[src/rtl/nor_fanout_capture.sv]
// nor_fanout_capture: launches a toggle into the NOR fan-out chain and
// timestamps the first matching edge on every branch. It then streams one
// delay record per branch and reports the branch-to-branch skew.

// Per-branch capture lane: 2-FF synchroniser, registered edge detect and
// first-arrival timestamp.
module nor_fanout_lane #(
  parameter int CNT_W = 8
) (
  input  logic             clk,
  input  logic             rst,
  input  logic             launch,
  input  logic             capture_en,
  input  logic             expect_lvl,
  input  logic [CNT_W-1:0] cnt,
  input  logic             branch_in,
  output logic             arr,
  output logic [CNT_W-1:0] delay
);
  logic [1:0] sync_q;
  logic       prev_q;
  logic       hit;

  // Synchronise the async branch and flag a !E -> E transition one cycle later.
  // The flag is suppressed on the launch edge so that a stale edge from the
  // previous polarity is never seen as an arrival.
  always_ff @(posedge clk) begin
    if (rst) begin
      sync_q <= '0;
      prev_q <= 1'b0;
      hit    <= 1'b0;
    end else begin
      sync_q <= {sync_q[0], branch_in};
      prev_q <= sync_q[1];
      hit    <= !launch && (sync_q[1] == expect_lvl) && (prev_q != expect_lvl);
    end
  end

  // Keep only the first arrival; later edges on this branch are ignored.
  always_ff @(posedge clk) begin
    if (rst) begin
      arr   <= 1'b0;
      delay <= '0;
    end else if (launch) begin
      arr   <= 1'b0;
      delay <= '0;
    end else if (capture_en && hit && !arr) begin
      arr   <= 1'b1;
      delay <= cnt;
    end
  end
endmodule

module nor_fanout_capture #(
  parameter  int N_BRANCH = 4,
  parameter  int CNT_W    = 8,
  parameter  int TIMEOUT  = 100,
  localparam int IDX_W    = (N_BRANCH > 1) ? $clog2(N_BRANCH) : 1
) (
  input  logic                clk,
  input  logic                rst,
  input  logic                start,
  output logic                launch_out,
  input  logic [N_BRANCH-1:0] branch_in,
  output logic                busy,
  output logic                res_valid,
  input  logic                res_ready,
  output logic [IDX_W-1:0]    res_idx,
  output logic [CNT_W-1:0]    res_delay,
  output logic                res_timeout,
  output logic                done,
  output logic [CNT_W-1:0]    skew
);
  localparam logic [1:0] S_IDLE   = 2'd0;
  localparam logic [1:0] S_WAIT   = 2'd1;
  localparam logic [1:0] S_REPORT = 2'd2;
  localparam logic [1:0] S_DONE   = 2'd3;

  localparam logic [CNT_W-1:0] CNT_MAX  = '1;
  localparam logic [CNT_W-1:0] CNT_LAST = CNT_W'(TIMEOUT - 1);
  localparam logic [IDX_W-1:0] IDX_LAST = IDX_W'(N_BRANCH - 1);

  logic [1:0]                     state;
  logic [CNT_W-1:0]               cnt;
  logic [N_BRANCH-1:0]            arr;
  logic [N_BRANCH-1:0][CNT_W-1:0] delay;
  logic [IDX_W-1:0]               nxt_idx;
  logic                           launch;
  logic [CNT_W-1:0]               skew_c;

  // The expected arrival level is always the current launch level: the chain
  // has an even inversion count and launch_out only changes at launch.
  assign launch  = (state == S_IDLE) && start;
  assign busy    = (state != S_IDLE);
  assign nxt_idx = res_idx + 1'b1;

  for (genvar g = 0; g < N_BRANCH; g++) begin : g_lane
    nor_fanout_lane #(.CNT_W(CNT_W)) u_lane (
      .clk        (clk),
      .rst        (rst),
      .launch     (launch),
      .capture_en (state == S_WAIT),
      .expect_lvl (launch_out),
      .cnt        (cnt),
      .branch_in  (branch_in[g]),
      .arr        (arr[g]),
      .delay      (delay[g])
    );
  end

  // Skew = spread of delays over arrived branches, 0 unless two or more arrived.
  always_comb begin
    logic [CNT_W-1:0] d_max;
    logic [CNT_W-1:0] d_min;
    logic             seen;
    logic             multi;
    d_max = '0;
    d_min = '1;
    seen  = 1'b0;
    multi = 1'b0;
    for (int i = 0; i < N_BRANCH; i++) begin
      if (arr[i]) begin
        if (seen) multi = 1'b1;
        seen = 1'b1;
        if (delay[i] > d_max) d_max = delay[i];
        if (delay[i] < d_min) d_min = delay[i];
      end
    end
    skew_c = multi ? (d_max - d_min) : '0;
  end

  // Measurement sequencer: launch, wait for arrivals or timeout, stream records.
  always_ff @(posedge clk) begin
    if (rst) begin
      state       <= S_IDLE;
      launch_out  <= 1'b0;
      cnt         <= '0;
      res_valid   <= 1'b0;
      res_idx     <= '0;
      res_delay   <= '0;
      res_timeout <= 1'b0;
      done        <= 1'b0;
      skew        <= '0;
    end else begin
      case (state)
        S_IDLE: begin
          if (start) begin
            launch_out <= ~launch_out;
            cnt        <= '0;
            state      <= S_WAIT;
          end
        end
        S_WAIT: begin
          cnt <= (cnt == CNT_MAX) ? cnt : cnt + 1'b1;
          // arr is the registered flag set, so a full set exits one cycle
          // after the last capture; an arrival in the timeout cycle still lands.
          if ((&arr) || (cnt == CNT_LAST)) begin
            state   <= S_REPORT;
            res_idx <= '0;
          end
        end
        S_REPORT: begin
          if (!res_valid) begin
            res_valid   <= 1'b1;
            res_delay   <= arr[res_idx] ? delay[res_idx] : '0;
            res_timeout <= !arr[res_idx];
          end else if (res_ready) begin
            if (res_idx == IDX_LAST) begin
              res_valid <= 1'b0;
              done      <= 1'b1;
              skew      <= skew_c;
              state     <= S_DONE;
            end else begin
              res_idx     <= nxt_idx;
              res_delay   <= arr[nxt_idx] ? delay[nxt_idx] : '0;
              res_timeout <= !arr[nxt_idx];
            end
          end
        end
        S_DONE: begin
          done  <= 1'b0;
          state <= S_IDLE;
        end
        default: state <= S_IDLE;
      endcase
    end
  end
endmodule

[config.mk]
export PLATFORM = sky130hd
export DESIGN_NAME = nor_fanout_capture
export DESIGN_NICKNAME = d
export VERILOG_FILES = /design/src/rtl/nor_fanout_capture.sv
export SDC_FILE = /design/constraint.sdc
export NUM_CORES = 1
export LEC_CHECK = 0
export CAP_MARGIN = 20
export CELL_PAD_IN_SITES_DETAIL_PLACEMENT = 0
export CELL_PAD_IN_SITES_GLOBAL_PLACEMENT = 1
export CORE_MARGIN = 10
export CORE_UTILIZATION = 42
export DETAILED_ROUTE_END_ITERATION = 10
export PLACE_DENSITY_LB_ADDON = 0.1
export SLEW_MARGIN = 0
export SYNTH_ARGS = -nofsm -noshare
export SYNTH_HDL_FRONTEND = slang
export SYNTH_SLANG_ARGS = --single-unit
[constraint.sdc]
create_clock -name clk -period 6.8 [get_ports clk]
set_input_delay 0.68 -clock clk [delete_from_list [all_inputs] [get_ports clk]]
set_output_delay 0.68 -clock clk [all_outputs]
set_load 0.02 [all_outputs]
Yosys cells after proc, flatten, opt, wreduce, memory -nomap -nowiden
Cells that the tools add are included.
Widths: inputs -> output; s select.
{"block": "totals", "regBits": 84, "output_inout_bits": 23}
{"block": "op_classes", "muxes": 63, "eq_ne": 23, "n_reduce_logical": 39, "add_sub_neg": 3, "n_bitwise": 1, "magnitude_cmp": 10}
{"operator": "$mux 8", "count": 26}
{"operator": "$bmux 8 s2", "count": 2}
{"operator": "$gt 8x8->1", "count": 3}
{"operator": "$lt 8x8->1", "count": 3}
{"operator": "$mux 1", "count": 20}
{"operator": "$mux 2", "count": 9}
{"operator": "$logic_and 1x1->1", "count": 17}
{"operator": "$ne 2x2->1 const B", "count": 8}
{"operator": "$pmux 8 s2", "count": 1}
{"operator": "$reduce_and 4->1", "count": 3}
{"operator": "$reduce_and 5->1", "count": 2}
{"operator": "$add 8x1->8 const B", "count": 1}
{"operator": "$eq 8x7->1 const B", "count": 1}
{"operator": "$eq 8x8->1 const B", "count": 1}
{"operator": "$gt 8x1->1 const B", "count": 1}
{"operator": "$lt 8x8->1 const B", "count": 1}
{"operator": "$pmux 2 s4", "count": 1}
{"operator": "$reduce_bool 2->1", "count": 4}
{"operator": "$sub 8x8->8", "count": 1}
{"operator": "$logic_not 1->1", "count": 7}
{"operator": "$eq 2x2->1 const B", "count": 3}
{"operator": "$lt 2x3->1 const B", "count": 2}
{"operator": "$reduce_and 3->1", "count": 2}
{"operator": "$bmux 1 s2", "count": 2}
{"operator": "12 further kinds", "count": 18}

Logic depth before layout (Yosys ltp)
{"block": "depth", "ltp_word": 14, "depth_mapped": 43, "depth_no_buf": 38}

Cells and area by module
From an unflattened synthesis, not the netlist that was laid out.
{"block": "unflattened", "hier_cells": 687, "area_unflattened_um2": 6439.9}
{"module": "nor_fanout_capture", "area_per_inst_um2": 3997.6, "seq_area_each_um2": 640.6, "n_inst": 1, "cells_each": 483}
{"module": "nor_fanout_lane", "area_per_inst_um2": 610.6, "seq_area_each_um2": 260.2, "n_inst": 4, "cells_each": 51}

Worst setup path before layout
OpenSTA, ideal clock, no wires.
{"block": "synth_path", "path_type": "register to register", "startpoint": "register g_lane[0].u_lane.arr", "endpoint": "register skew[7]", "arrival_ns": 6.745, "setup_ns": 0.071, "setup_slack_ns": -0.016, "t_required_ns": 6.729, "path_stages_with_launch": 41, "path_cell_list": "dfxtp_1 -> clkbuf_1 -> clkbuf_1 -> nand2_1 -> ha_1 -> and4_1 -> nand3b_1 -> a21o_1 -> nand2_2 -> nand2_1 -> o21ai_0 -> inv_1 -> ha_1 -> and4_1 -> and2_1 -> o311ai_0 -> o41a_1 -> nand2_1 -> [5 not listed] -> nor2b_1 -> o21ai_1 -> nand2b_1 -> a21oi_1 -> o21ai_1 -> o211a_1 -> clkbuf_2 -> mux2_1 -> ha_1 -> nor2b_1 -> o21ai_0 -> nand2b_1 -> a21o_1 -> a21o_1 -> nand3_1 -> nand2_1 -> xnor3_1 -> o21ai_1"}
{"block": "synth_between", "elab_chain_cells": 12, "word_cells_on_any_way": 31, "classes_between": "add/sub: 1; order compare: 6; mux: 24"}
{"element": "start: declaration", "line": "17", "source": "output logic arr,"}
{"element": "start signal: assignment", "line": "42", "source": "arr <= 1'b0;"}
{"element": "start signal: assignment", "line": "45", "source": "arr <= 1'b0;"}
{"element": "start signal: assignment", "line": "48", "source": "arr <= 1'b1;"}
{"element": "$mux 8", "line": "122", "source": "if (arr[i]) begin"}
{"element": "$gt 8x8->1 / $lt 8x8->1 (equally long branches)", "line": "125, 126"}
{"element": "$mux 8, on equally long branches", "line": "125, 126"}
{"element": "$mux 8", "line": "122"}
{"element": "$gt 8x8->1 / $lt 8x8->1 (equally long branches)", "line": "125, 126"}
{"element": "$mux 8, on equally long branches", "line": "125, 126"}
{"element": "$mux 8", "line": "122"}
{"element": "$gt 8x8->1 / $lt 8x8->1 (equally long branches)", "line": "125, 126"}
{"element": "$mux 8, on equally long branches", "line": "125, 126"}
{"element": "$mux 8", "line": "122"}
{"element": "$sub 8x8->8", "line": "129", "source": "skew_c = multi ? (d_max - d_min) : '0;"}
{"element": "$mux 8 (*)", "line": "129"}
{"element": "end signal: assignment", "line": "171", "source": "skew <= skew_c;"}
{"element": "end: declaration", "line": "72", "source": "output logic [CNT_W-1:0] skew"}
Every way passes the cells marked *; elsewhere a longest branch is shown, timed or not.
A chain may end at the register's enable or synchronous reset.

Final worst setup path
{"block": "layout_path", "startpoint": "register g_lane[0].u_lane.arr", "endpoint": "register skew[6]"}
The elaborated chain is that of the path after synthesis.

==> flow_metrics.env <==
export IMPL_antenna_left=0
export IMPL_cp_required_ns=6.99
export IMPL_multi_input_area_um2=3924
export IMPL_die_area_um2=18590
export IMPL_syn_nets=723
export IMPL_clk_latency_ns=0.34
export IMPL_finalSetupTns_ns=0
export IMPL_vias=4896
export IMPL_ys_flop_type="dfxtp_1"
export IMPL_grt_pass1_vias=4628
export IMPL_wl_per_cell_um=17.58
export IMPL_synth_seq_cells=84
export IMPL_hold_path_depth=1
export IMPL_status="complete, no violations"
export IMPL_area_delta_synth_final_pct=21.50
export IMPL_fin_crit_sh=0.9501
export IMPL_async_reset_ff_frac=0
export IMPL_power_per_cell_area_nw_per_um2=198.8
export IMPL_place_gp_congestion=0.8815
export IMPL_p_total_mw=1.374
export IMPL_fin_nets=776
export IMPL_dp_slack_ns=-0.09380
export IMPL_htreeDepth=3
export IMPL_hold_viol=0
export IMPL_cts_tree="built"
export IMPL_regArea_um2=1688
export IMPL_drtIter0Drc=308
export IMPL_worst_r2r_endpoint="skew[6]"
export IMPL_critical_path_top_delay_family="compound AO/OA/AOI/OAI gates"
export IMPL_grt_overflow_total=0
export IMPL_ys_seq_area_frac=0.2958
export IMPL_drc=0
export IMPL_r2r_slack_ns=0.34
export IMPL_via_per_inst=5.514
export IMPL_final_util=0.5216
export IMPL_clock_tree_root_cell="clkbuf_16"
export IMPL_grt_use_total=0.1693
export IMPL_yosys_warnings=0
export IMPL_grt_pass1_wl_mm=24.61
export IMPL_cts_buffer_depth=2
export IMPL_max_cap_viol_count=0
export IMPL_num_io_pins=31
export IMPL_wl_mm=15.61
export IMPL_path_max_fanout=13
export IMPL_synth_distinct_cells=63
export IMPL_slew_viol_final=0
export IMPL_clkSinkCount=84
export IMPL_dr_pass1_iters=5
export IMPL_slew_headroom=0.4173
export IMPL_hold_path_end="g_lane[0].u_lane.sync_q[1]"
export IMPL_clock_skew_ns=0.008250
export IMPL_finalSetupViolCount=0
export IMPL_tightest_slew_ns=0.8649
export IMPL_core_area_um2=13240
export IMPL_slowest_stage="fa_1"
export IMPL_path_clk_slew_ns=0.06
export IMPL_grt_met2_usage=0.2770
export IMPL_use_met3=0.03100
export IMPL_setup_ws_ns=0.3395
export IMPL_drive_above_1_share=0.1671
export IMPL_use_met1=0.2193
export IMPL_ir_worst_vdd_mv=0.1614
export IMPL_syn_area_um2=5685
export IMPL_grt_busiest_layer="met2"
export IMPL_crit_start="g_lane[0].u_lane.arr"
export IMPL_hp_class="register to register"
export IMPL_hpwl_mm=11.65
export IMPL_die_h_um=136.3
export IMPL_grt_max_degree=41
export IMPL_slowest_delay_ns=0.38
export IMPL_port_buffer_count=30
export IMPL_initial_core_util=0.4293
export IMPL_holdBufCountCts=0
export IMPL_cp_common_cell="buf_4"
export IMPL_antenna_found_initial=0
export IMPL_cts_buffers=9
export IMPL_fin_crit_ns=6.460
export IMPL_die_width_um=136.3
export IMPL_clock_fmax_mhz=154.8
export IMPL_n_fill_cell=1284
export IMPL_cp_start_kind="register"
export IMPL_min_from="g_lane[0].u_lane.sync_q[0]"
export IMPL_antenna_cells=0
export IMPL_synth_edff_count=0
export IMPL_cp_end_kind="register"
export IMPL_crit_buf_inv=7
export IMPL_path_class="register to register"
export IMPL_ff2ff_path_depth=37
export IMPL_num_rows=42
export IMPL_synth_cells=656
export IMPL_reg2reg_from="g_lane[0].u_lane.arr"
export IMPL_arrival_ns=6.65
export IMPL_p_leak_nw=3.071
export IMPL_avgSynthCellArea_um2=8.667
## final cells by class
cell class              count  share of cell area
multi-input cells         503              0.5680
clock buffers              12             0.03713
flip-flops and latches     84              0.2443
well taps                 176             0.03188
repair buffers             75             0.09400
clock inverters             2            0.005072
inverters                  36             0.01956
## cell usage in the layout (no fill, tap or decap), drive strengths merged, types with 3 or more instances in the layout
cell type       n
nor2b          28
mux4           18
mux2i          53
and4            5
inv            36
buf            45
nand2b         19
clkbuf         12
nand2          63
dfxtp          84
a311oi          8
nor2           77
clkdlybuf4s50  30
a21oi          37
xor2            7
mux2            3
or2             4
a211oi          6
nand3b          6
or3             3
and2            3
a21o            8
nand3           6
xnor2           4
nand4           8
o21ai          43
ha             58
nor3            5
## flip-flops by register name, indices dropped and copies added, names as in the netlist
signal                flops
g_lane.u_lane.hit         4
skew                      8
state                     2
g_lane.u_lane.prev_q      4
res_valid                 1
cnt                       8
launch_out                1
g_lane.u_lane.arr         4
res_idx                   2
res_delay                 8
g_lane.u_lane.delay      32
res_timeout               1
done                      1
g_lane.u_lane.sync_q      8
## worst register-to-register path: cells and delay by family (launching register included)
kind	cells	cell delay, ns
compound gates	14	1.83
fa+ha+maj	5	1.45
buf+inv	7	1.00
simple gates	8	0.99
mux	2	0.52
flops	1	0.37
xor+xnor	1	0.14
## metrics by stage
step | instances | hold slack (ns) | cell area, µm²
2_1_floorplan | 656 | 0.4138 | 5687
3_3_place_gp | 864 | 0.4216 | 6342
3_5_place_dp | 864 | 0.4349 | 6342
4_1_cts | 878 | 0.4457 | 6635
5_1_grt | 888 | 0.4576 | 6908
6_report | 888 | 0.4377 | 6908
## Yosys cell counts, drive strengths merged, types with 5 or more instances
library cell | number | area share
dfxtp | 84 | 0.30
nand3 | 6 | 0.0053
a311oi | 8 | 0.012
nor2b | 28 | 0.031
a21o | 8 | 0.011
mux4 | 18 | 0.071
inv | 36 | 0.024
nand2b | 19 | 0.021
nor3 | 5 | 0.0044
xor2 | 7 | 0.011
a21oi | 37 | 0.033
ha | 58 | 0.13
o21ai | 43 | 0.039
clkbuf | 31 | 0.021
nand3b | 6 | 0.0079
nand4 | 8 | 0.0088
and4 | 5 | 0.0077
a211oi | 6 | 0.0079
nor2 | 77 | 0.051
nand2 | 63 | 0.042
mux2i | 53 | 0.093
## layer usage
metal  vias to the layer above  wire, µm
met1                      2336      7259
met2                       114      7312
met5                         -         0
li1                       2426         -
met4                         0       276
met3                        20       758
## power breakdown
| part | internal [mW] | switching, mW |
|---|---|---|
| combinational | 0.137 | 0.189 |
| sequential | 0.529 | 0.0344 |
| clock | 0.300 | 0.184 |
## cell families after synthesis
family | Yosys count | synth area share
compound gates | 126 | 0.1373
mux | 74 | 0.1706
xor+xnor | 12 | 0.02091
buf+inv | 69 | 0.04599
simple gates | 231 | 0.1965
flops | 84 | 0.2958
fa+ha+maj | 60 | 0.1329
## how the worst max path moves through the flow
stage / endpoint / slack [ns] / depth (start not counted)
after floorplan: skew[7] / 0.06 / 40
after global placement: skew[7] / 0.05 / 35
after detailed placement: skew[7] / -0.09 / 36
after CTS: skew[7] / 0.008 / 36
after global routing: skew[6] / -0.03 / 35
final: skew[6] / 0.34 / 37
## what timing repair did
action                                  CTS  global route
gates resized for setup                   1            58
endpoints found under the setup margin    3             6
pin swaps                                 0            13
gates cloned                              0             0
buffers inserted                          0            10
No activity file was read; power rests on OpenSTA's default activity.
